`src/rtl/riscv_muldiv.sv`:
```
// Iterative radix-2 multiply/divide unit covering the full RISC-V M-extension.
// Operands are reduced to unsigned magnitudes; the sign is re-applied in one FIX cycle.
module riscv_muldiv #(
  parameter int DATA_W = 32
) (
  input  logic              clk,
  input  logic              reset,
  input  logic              start,
  input  logic [2:0]        funct3,
  input  logic [DATA_W-1:0] op_a,
  input  logic [DATA_W-1:0] op_b,
  input  logic              flush,
  output logic              busy,
  output logic              done,
  output logic [DATA_W-1:0] result
);
  localparam int W2 = 2 * DATA_W;
  localparam int CW = $clog2(DATA_W);
  localparam logic [DATA_W-1:0] ZERO     = {DATA_W{1'b0}};
  localparam logic [DATA_W-1:0] ONES     = {DATA_W{1'b1}};
  localparam logic [DATA_W-1:0] MOST_NEG = {1'b1, {(DATA_W-1){1'b0}}};

  typedef enum logic [1:0] {
    IDLE = 2'd0,
    CALC = 2'd1,
    FIX  = 2'd2,
    DONE = 2'd3
  } state_t;

  state_t            state_r, next_state_s;
  logic [2:0]        funct3_r;
  logic              neg_r;
  logic [CW-1:0]     cnt_r;
  logic [DATA_W-1:0] addend_r;
  logic [W2-1:0]     prod_r;
  logic [DATA_W-1:0] result_r;
  logic              busy_r, done_r;

  logic              is_div_s, sa_s, sb_s, neg_s, div_zero_s, div_ovf_s;
  logic [DATA_W-1:0] a_mag_s, b_mag_s, special_res_s;
  logic [DATA_W:0]   add_s, shifted_s, diff_s;
  logic [W2-1:0]     mul_step_s, div_step_s;
  logic [DATA_W-1:0] hi_s, lo_s, hi_neg_s, fix_res_s;

  assign is_div_s = funct3[2];
  assign sa_s  = op_a[DATA_W-1] & ((funct3 == 3'b001) | (funct3 == 3'b010) |
                                   (funct3 == 3'b100) | (funct3 == 3'b110));
  assign sb_s  = op_b[DATA_W-1] & ((funct3 == 3'b001) | (funct3 == 3'b100) |
                                   (funct3 == 3'b110));
  // Remainder follows the dividend only; everything else follows the sign product.
  assign neg_s   = (funct3 == 3'b110) ? sa_s : (sa_s ^ sb_s);
  assign a_mag_s = sa_s ? (ZERO - op_a) : op_a;
  assign b_mag_s = sb_s ? (ZERO - op_b) : op_b;

  assign div_zero_s    = is_div_s & (op_b == ZERO);
  assign div_ovf_s     = is_div_s & ~funct3[0] & (op_a == MOST_NEG) & (op_b == ONES);
  assign special_res_s = div_zero_s ? (funct3[1] ? op_a : ONES) : (funct3[1] ? ZERO : op_a);

  // Multiply: product high half accumulates, multiplier shifts out of the low half.
  assign add_s      = {1'b0, prod_r[W2-1:DATA_W]} + (prod_r[0] ? {1'b0, addend_r} : {1'b0, ZERO});
  assign mul_step_s = {add_s, prod_r[DATA_W-1:1]};
  // Divide: high half is the partial remainder, low half shifts dividend out / quotient in.
  assign shifted_s  = prod_r[W2-1:DATA_W-1];
  assign diff_s     = shifted_s - {1'b0, addend_r};
  assign div_step_s = diff_s[DATA_W] ? {shifted_s[DATA_W-1:0], prod_r[DATA_W-2:0], 1'b0}
                                     : {diff_s[DATA_W-1:0], prod_r[DATA_W-2:0], 1'b1};

  assign hi_s     = prod_r[W2-1:DATA_W];
  assign lo_s     = prod_r[DATA_W-1:0];
  // High word of the negated product: borrow from the low half only when it is zero.
  assign hi_neg_s = (lo_s == ZERO) ? (ZERO - hi_s) : ~hi_s;

  // Output word selection and sign correction for the FIX cycle.
  always_comb begin
    fix_res_s = lo_s;
    case (funct3_r)
      3'b000:                 fix_res_s = lo_s;
      3'b001, 3'b010, 3'b011: fix_res_s = neg_r ? hi_neg_s : hi_s;
      3'b100, 3'b101:         fix_res_s = neg_r ? (ZERO - lo_s) : lo_s;
      default:                fix_res_s = neg_r ? (ZERO - hi_s) : hi_s;
    endcase
  end

  // Next-state logic.
  always_comb begin
    next_state_s = state_r;
    case (state_r)
      IDLE: begin
        if (start & ~flush) begin
          next_state_s = (div_zero_s | div_ovf_s) ? DONE : CALC;
        end else begin
          next_state_s = IDLE;
        end
      end
      CALC: begin
        if (flush) begin
          next_state_s = IDLE;
        end else if (cnt_r == CW'(DATA_W - 1)) begin
          next_state_s = FIX;
        end else begin
          next_state_s = CALC;
        end
      end
      FIX:     next_state_s = flush ? IDLE : DONE;
      DONE:    next_state_s = IDLE;
      default: next_state_s = IDLE;
    endcase
  end

  // State register with registered busy/done decodes.
  always_ff @(posedge clk) begin
    if (reset) begin
      state_r <= IDLE;
      busy_r  <= 1'b0;
      done_r  <= 1'b0;
    end else begin
      state_r <= next_state_s;
      busy_r  <= (next_state_s != IDLE);
      done_r  <= (next_state_s == DONE);
    end
  end

  // Operand capture, iteration datapath and result register.
  always_ff @(posedge clk) begin
    if (reset) begin
      funct3_r <= 3'b000;
      neg_r    <= 1'b0;
      cnt_r    <= {CW{1'b0}};
      addend_r <= ZERO;
      prod_r   <= {W2{1'b0}};
      result_r <= ZERO;
    end else begin
      case (state_r)
        IDLE: begin
          if (start & ~flush) begin
            funct3_r <= funct3;
            neg_r    <= neg_s;
            cnt_r    <= {CW{1'b0}};
            addend_r <= is_div_s ? b_mag_s : a_mag_s;
            prod_r   <= {ZERO, (is_div_s ? a_mag_s : b_mag_s)};
            if (div_zero_s | div_ovf_s) begin
              result_r <= special_res_s;
            end else begin
              result_r <= result_r;
            end
          end else begin
            cnt_r <= cnt_r;
          end
        end
        CALC: begin
          cnt_r  <= cnt_r + CW'(1'b1);
          prod_r <= funct3_r[2] ? div_step_s : mul_step_s;
        end
        FIX: begin
          if (!flush) begin
            result_r <= fix_res_s;
          end else begin
            result_r <= result_r;
          end
        end
        default: begin
          cnt_r <= cnt_r;
        end
      endcase
    end
  end

  assign busy   = busy_r;
  assign done   = done_r;
  assign result = result_r;
endmodule

```
`config.mk`:
```
export PLATFORM = sky130hd
export DESIGN_NAME = riscv_muldiv
export DESIGN_NICKNAME = d
export VERILOG_FILES = /design/src/rtl/riscv_muldiv.sv
export SDC_FILE = /design/constraint.sdc
export NUM_CORES = 1
export LEC_CHECK = 0
export CAP_MARGIN = 20
export CORE_UTILIZATION = 45
export CTS_BUF_LIST = sky130_fd_sc_hd__clkbuf_16
export DETAILED_ROUTE_END_ITERATION = 16
export HOLD_SLACK_MARGIN = 0.02
export PLACE_DENSITY = 0.64
export SYNTH_ARGS = -nofsm -noshare
export SYNTH_HDL_FRONTEND = slang
export SYNTH_SLANG_ARGS = --single-unit
```
`constraint.sdc`:
```
create_clock -name clk -period 5.8 [get_ports clk]
set_input_delay 1.16 -clock clk [delete_from_list [all_inputs] [get_ports clk]]
set_output_delay 1.16 -clock clk [all_outputs]
set_load 0.01 [all_outputs]
```
=== Yosys cells after proc, flatten, opt, wreduce, memory -nomap -nowiden ===
Cells that the tools add are included.

* Add/sub/neg operators: 7
* Equality and inequality tests: 19
* Mux-type cells: 30
* Bitwise operators: 17
* Reductions and logical operators: 12

{| class="wikitable"
|+ Operators by type and width
! kind !! number
|-
| two-way mux 32 bit || 15
|-
| two-way mux 64 bit || 3
|-
| case mux 64 bit (2 select lines) || 1
|-
| subtractor 1 x 32 -> 32 bit, first input constant || 4
|-
| case mux 32 bit (3 select lines) || 1
|-
| == test 32 bit, second input constant || 2
|-
| zero test 32 bit || 2
|-
| case mux 32 bit (2 select lines) || 1
|-
| adder 32 x 32 -> 33 bit || 1
|-
| subtractor 33 x 32 -> 33 bit || 1
|-
| NOT 32 bit || 1
|-
| == test 3 bit, second input constant || 4
|-
| two-way mux 2 bit || 5
|-
| case mux 5 bit (2 select lines) || 1
|-
| == test 3 x 2 -> 1 bit, second input constant || 3
|-
| case mux 2 bit (4 select lines) || 1
|-
| bitwise AND 1 bit || 7
|-
| == test 2 bit, second input constant || 3
|-
| == test 3 x 1 -> 1 bit, second input constant || 2
|-
| != test 2 bit, second input constant || 3
|-
| bitwise OR 1 bit || 6
|-
| nonzero test 2 bit || 3
|-
| adder 5 x 1 -> 5 bit, second input constant || 1
|-
| == test 5 bit, second input constant || 1
|-
| other kinds (11) || 13
|}

* Register bits: 141
* Bits of input ports: 71
* Output and inout bits: 34
* Logic and storage cells: 94

=== Longest topological paths before layout ===
* Depth in word-level cells: 9
* Mapped depth: 14
* Depth with buffers taken out: 13

=== Worst setup path after synthesis ===
OpenSTA, ideal clock, no wires.

* Path kind: input to register
* Start: input op_a[1]
* End: register result_r[1], in the netlist result[1]
* Library setup time: 0.133 ns
* Data arrival time: 3.651 ns
* Data required time: 5.667 ns
* Path slack: 2.015 ns
* Stages on the path: 12
* Path through: inv_1 -> ha_1 -> or3b_2 -> or4_4 -> nor4_4 -> and3_1 -> o21ai_2 -> nor2b_1 -> buf_2 -> buf_6 -> a211oi_1 -> nor3_1

* Cells in the longest elaborated chain, start to end: 6
* Elaborated cells between the ends (all ways): 12
* Classes of those cells: eq/ne (2); mux (6); bitwise (3); reduce/logical (1)

{| class="wikitable"
|+ RTL lines
! element !! line !! RTL
|-
| from (decl) || 10 || <nowiki>input logic [DATA_W-1:0] op_a,</nowiki>
|-
| == test 32 bit || 56 || <nowiki>assign div_ovf_s = is_div_s & ~funct3[0] & (op_a == MOST_NEG) & (op_b == ONES);</nowiki>
|-
| bitwise AND 1 bit (2 in a row) || 56 ||
|-
| bitwise OR 1 bit || 141 || <nowiki>if (div_zero_s | div_ovf_s) begin</nowiki>
|-
| != test 2 bit (no source line) || -- ||
|-
| AND reduction 4 bit (no source line) || -- ||
|-
| to (signal assigned) || 142 || <nowiki>result_r <= special_res_s;</nowiki>
|-
| to (signal assigned) || 144 || <nowiki>result_r <= result_r;</nowiki>
|-
| to (signal assigned) || 156 || <nowiki>result_r <= fix_res_s;</nowiki>
|-
| to (decl) || 36 || <nowiki>logic [DATA_W-1:0] result_r;</nowiki>
|}

Parallel ways exist; a longest one is shown, timed or not. The select of a mux whose other input is x is not followed.
A chain may end at the register's enable or synchronous reset.

=== Final worst setup path ===
* Start: register prod_r[0]
* End: register prod_r[55]

* Cells in the longest elaborated chain, start to end: 4

{| class="wikitable"
|+ RTL lines
! element !! line !! RTL
|-
| from (decl) || 35 || <nowiki>logic [W2-1:0] prod_r;</nowiki>
|-
| from (signal assigned) || 130 || <nowiki>prod_r <= {W2{1'b0}};</nowiki>
|-
| from (signal assigned) || 140 || <nowiki>prod_r <= {ZERO, (is_div_s ? a_mag_s : b_mag_s)};</nowiki>
|-
| from (signal assigned) || 152 || <nowiki>prod_r <= funct3_r[2] ? div_step_s : mul_step_s;</nowiki>
|-
| two-way mux 32 bit || 60 || <nowiki>assign add_s = {1'b0, prod_r[W2-1:DATA_W]} + (prod_r[0] ? {1'b0, addend_r} : {1'b0, ZERO});</nowiki>
|-
| adder 32 x 32 -> 33 bit || 60 ||
|-
| two-way mux 64 bit || 152 ||
|-
| case mux 64 bit (2 select lines) || 133 || <nowiki>case (state_r)</nowiki>
|}

Every way passes these cells.

==> results.json <==
{
  "clock_path_buffers": 2,
  "status": "complete, no violations",
  "antenna_cells": 0,
  "fin_ws_ps": 1380,
  "fin_setup_tns_ps": 0,
  "p_switching_uw": 1300,
  "synth-main-ff-cell": "dfxtp_1",
  "ios": 105,
  "hp-start": "addend_r[5]$_SDFFE_PP0P_",
  "syn_to_final_growth_pct": 12.0,
  "crit_chain": "inv_1, nor2_1, ha_1, a2111oi_0, nand4_1, nand4_1, a31oi_1, a2111oi_0, o21bai_1, mux2_2, o41a_1",
  "grt_usage_pct": 35.8,
  "synth_top_area_share_pct": 18.4,
  "critPathMaxFanout": 14,
  "dieArea_mm2": 0.0349,
  "async_flop_share_pct": 0,
  "synth-edff-count": 0,
  "crit_family": "compound AO/OA/AOI/OAI gates",
  "wl_per_cell_um": 24.4,
  "ctsResizeCount": 0,
  "antenna_found_initial": 2,
  "pre_cts_slack_ps": 995,
  "cts_buffers": 17,
  "max_slew_margin_pct": 33.7,
  "finalMaxSlewViolations": 0,
  "utilization_pct": 51.3,
  "seqPwrFrac_pct": 33.0,
  "vias": 17300,
  "final.min_clock_period_ps": 4420,
  "power_frac_comb_pct": 31.8,
  "rows": 67,
  "synth_top_area_cell": "dfxtp_1",
  "crit_start": "prod_r[0]$_SDFFE_PP0P_",
  "netlist_instances": 2165,
  "cp_num_buf_inv": 1,
  "drive_gt1_share_pct": 6.22,
  "vias_per_cell": 6.61,
  "mostFrequentLayoutCells": "231 x nor2_1, 208 x a21oi_1, 205 x nand2_1",
  "drtIter0Drc": 2175,
  "p_leak_uw": 0.00638,
  "grt_max_degree": 76,
  "cts_sinks": 141,
  "clkLatencyLatePin_ps": 470,
  "clkTransAtPathRegs_ps": 80,
  "cap_violations": 0,
  "dp_hpwl_mm": 49.2,
  "cp-end-kind": "flop",
  "worstPathArrival_ps": 4780,
  "synth_nets": 2309,
  "first_pass_iters": 6,
  "switching_share_pct": 39.8,
  "cts_tree": "yes",
  "cts_root_buf": "clkbuf_16",
  "clock_power_share_pct": 35.2,
  "synth_area_mm2": 0.0154,
  "grt_pass1_wl_mm": 96.8,
  "cts_setup_buffers": 0,
  "grt_pass1_vias": 15600,
  "worstReg2RegStart": "prod_r[0]$_SDFFE_PP0P_",
  "numPortBuffers": 104,
  "path_class": "reg -> reg",
  "rsz0062_at_grt": "false",
  "p_int_uw": 1970,
  "final-hold-violation-count": 0,
  "critPathLaunchType": "flop",
  "max_clock_freq_mhz": 226,
  "finClkSkew_ps": 19.6,
  "gp_congestion": 0.979,
  "vdd_drop_max_mv": 0.204,
  "drtAntennaViolNets": 0,
  "yosys_warnings": 0,
  "cp_slowest_cell": "a2111oi_0",
  "route.detailed.drc": 0,
  "routed_wl_mm": 64.0,
  "die_w_um": 187,
  "fp.dieH_um": 187,
  "grt_overflow": 0,
  "required_ps": 6160,
  "hold_path_class": "reg -> reg",
  "setup_viol": 0,
  "synth_seq_area_share_pct": 18.4,
  "mostFrequentLayoutCell": "nor2_1",
  "yosysUniqueCellTypes": 93,
  "synthTopCellsByArea": "dfxtp_1 18%, a21oi_1 6.8%, ha_1 5.8%",
  "r2r_slack_ps": 1380,
  "synth_area_per_cell_um2": 7.10,
  "postCtsHoldBufs": 0,
  "cpPeakStageDelay_ps": 730,
  "period_share_pct": 76.2,
  "initial_utilization_pct": 45.8,
  "final_nets": 2300,
  "htree_levels": 4,
  "core-area_mm2": 0.0336,
  "synth-seq-cells": 141,
  "cellPowerDensity_mw_per_mm2": 190,
  "tightestPinTransition_ps": 993
}
-- cell families after synthesis --
kind of cell             after synthesis  synth area share [%]
XOR/XNOR                             153                  8.71
AND/OR/NAND/NOR                      735                  23.3
flip-flops                           141                  18.4
multiplexers                          68                  4.47
adder cells (fa/ha/maj)              100                  7.79
buffers and inverters                243                  6.26
AO/OA/AOI/OAI                        725                  31.1
-- power by group through the flow --
stage          Combinational, uW  Sequential [uW]  Clock [uW]
3_5_place_dp                1010             1100           0
6_report                    1040             1080        1150
3_3_place_gp                1000             1100           0
2_1_floorplan                713             1050           0
4_1_cts                     1020             1070        1150
5_1_grt                     1120             1080        1190
-- cells in the mapped netlist (9+ instances only) --
cell type  count
nor3_1        54
a22o_1        10
nand2b_1      17
and2_1        11
or2_2         12
mux2i_1       63
o41ai_1       13
and3_1        14
a311oi_1       9
o21ai_0      134
inv_1         61
a22oi_1       20
xnor2_1       81
nand4_1       24
dfxtp_1      141
ha_1          71
buf_1         10
o21a_1        19
nand2_1      205
nor4_1        21
a2111oi_0      9
a221oi_1      17
nor2_1       231
or4_1         21
a21oi_1      208
o211ai_1      37
xor2_1        72
nand3_1       36
or3_1         25
nor2b_1       19
a21o_1        26
a211oi_1      56
a221o_1        9
o31ai_1       25
maj3_1        27
o221ai_1      13
a31oi_1       25
buf_2         15
clkbuf_1     145
-- final cells by class --
class                      instances  area [um2]
clock inverter                    15         163
tap                              448         561
sequential                       141        2830
fill                            3353       16400
multi-input combinational       1781       11600
timing repair buffer             149        1380
inverter                          66         248
clock buffer                      17         425
-- through the flow --
step / power (uW) / hold WS, ps / area (um2) / std cells
floorplan: 1760 / 432 / 15400 / 2165
global placement: 2100 / 440 / 16600 / 2584
detailed placement: 2110 / 450 / 16600 / 2584
CTS: 3240 / 460 / 17200 / 2616
global route: 3390 / 471 / 17200 / 2617
finish: 3270 / 457 / 17200 / 2617
-- sequential cells by signal (all words and copies together) (netlist names) --
| signal | cells |
|---|---|
| prod_r | 64 |
| addend_r | 32 |
| funct3_r | 3 |
| neg_r | 1 |
| busy | 1 |
| result | 32 |
| state_r | 2 |
| done | 1 |
| cnt_r | 5 |
-- per-layer routing --
layer,share of wire [%],vias to the layer above,GRT usage (%)
met1,43,8272,50.5
met4,3.9,2,13.9
met3,8.9,120,5.35
li1,-,7988,-
met2,44,919,54.6
met5,0.020,-,0
-- final timing paths --
| path | cells past startpoint | endpoint |
|---|---|---|
| min | 2 | addend_r[5]$_SDFFE_PP0P_ |
| max | 11 | prod_r[55]$_SDFFE_PP0P_ |
| max reg2reg | 11 | prod_r[55]$_SDFFE_PP0P_ |
| min reg2reg | 2 | addend_r[5]$_SDFFE_PP0P_ |
-- worst reg2reg max path, cell delays in order, from the launching register on --
cell	delay, ps
dfxtp_1	400
inv_1	490
nor2_1	130
ha_1	410
a2111oi_0	730
nand4_1	410
nand4_1	240
a31oi_1	140
a2111oi_0	630
o21bai_1	140
mux2_2	290
o41a_1	300
(Power assumes the default switching activity.)
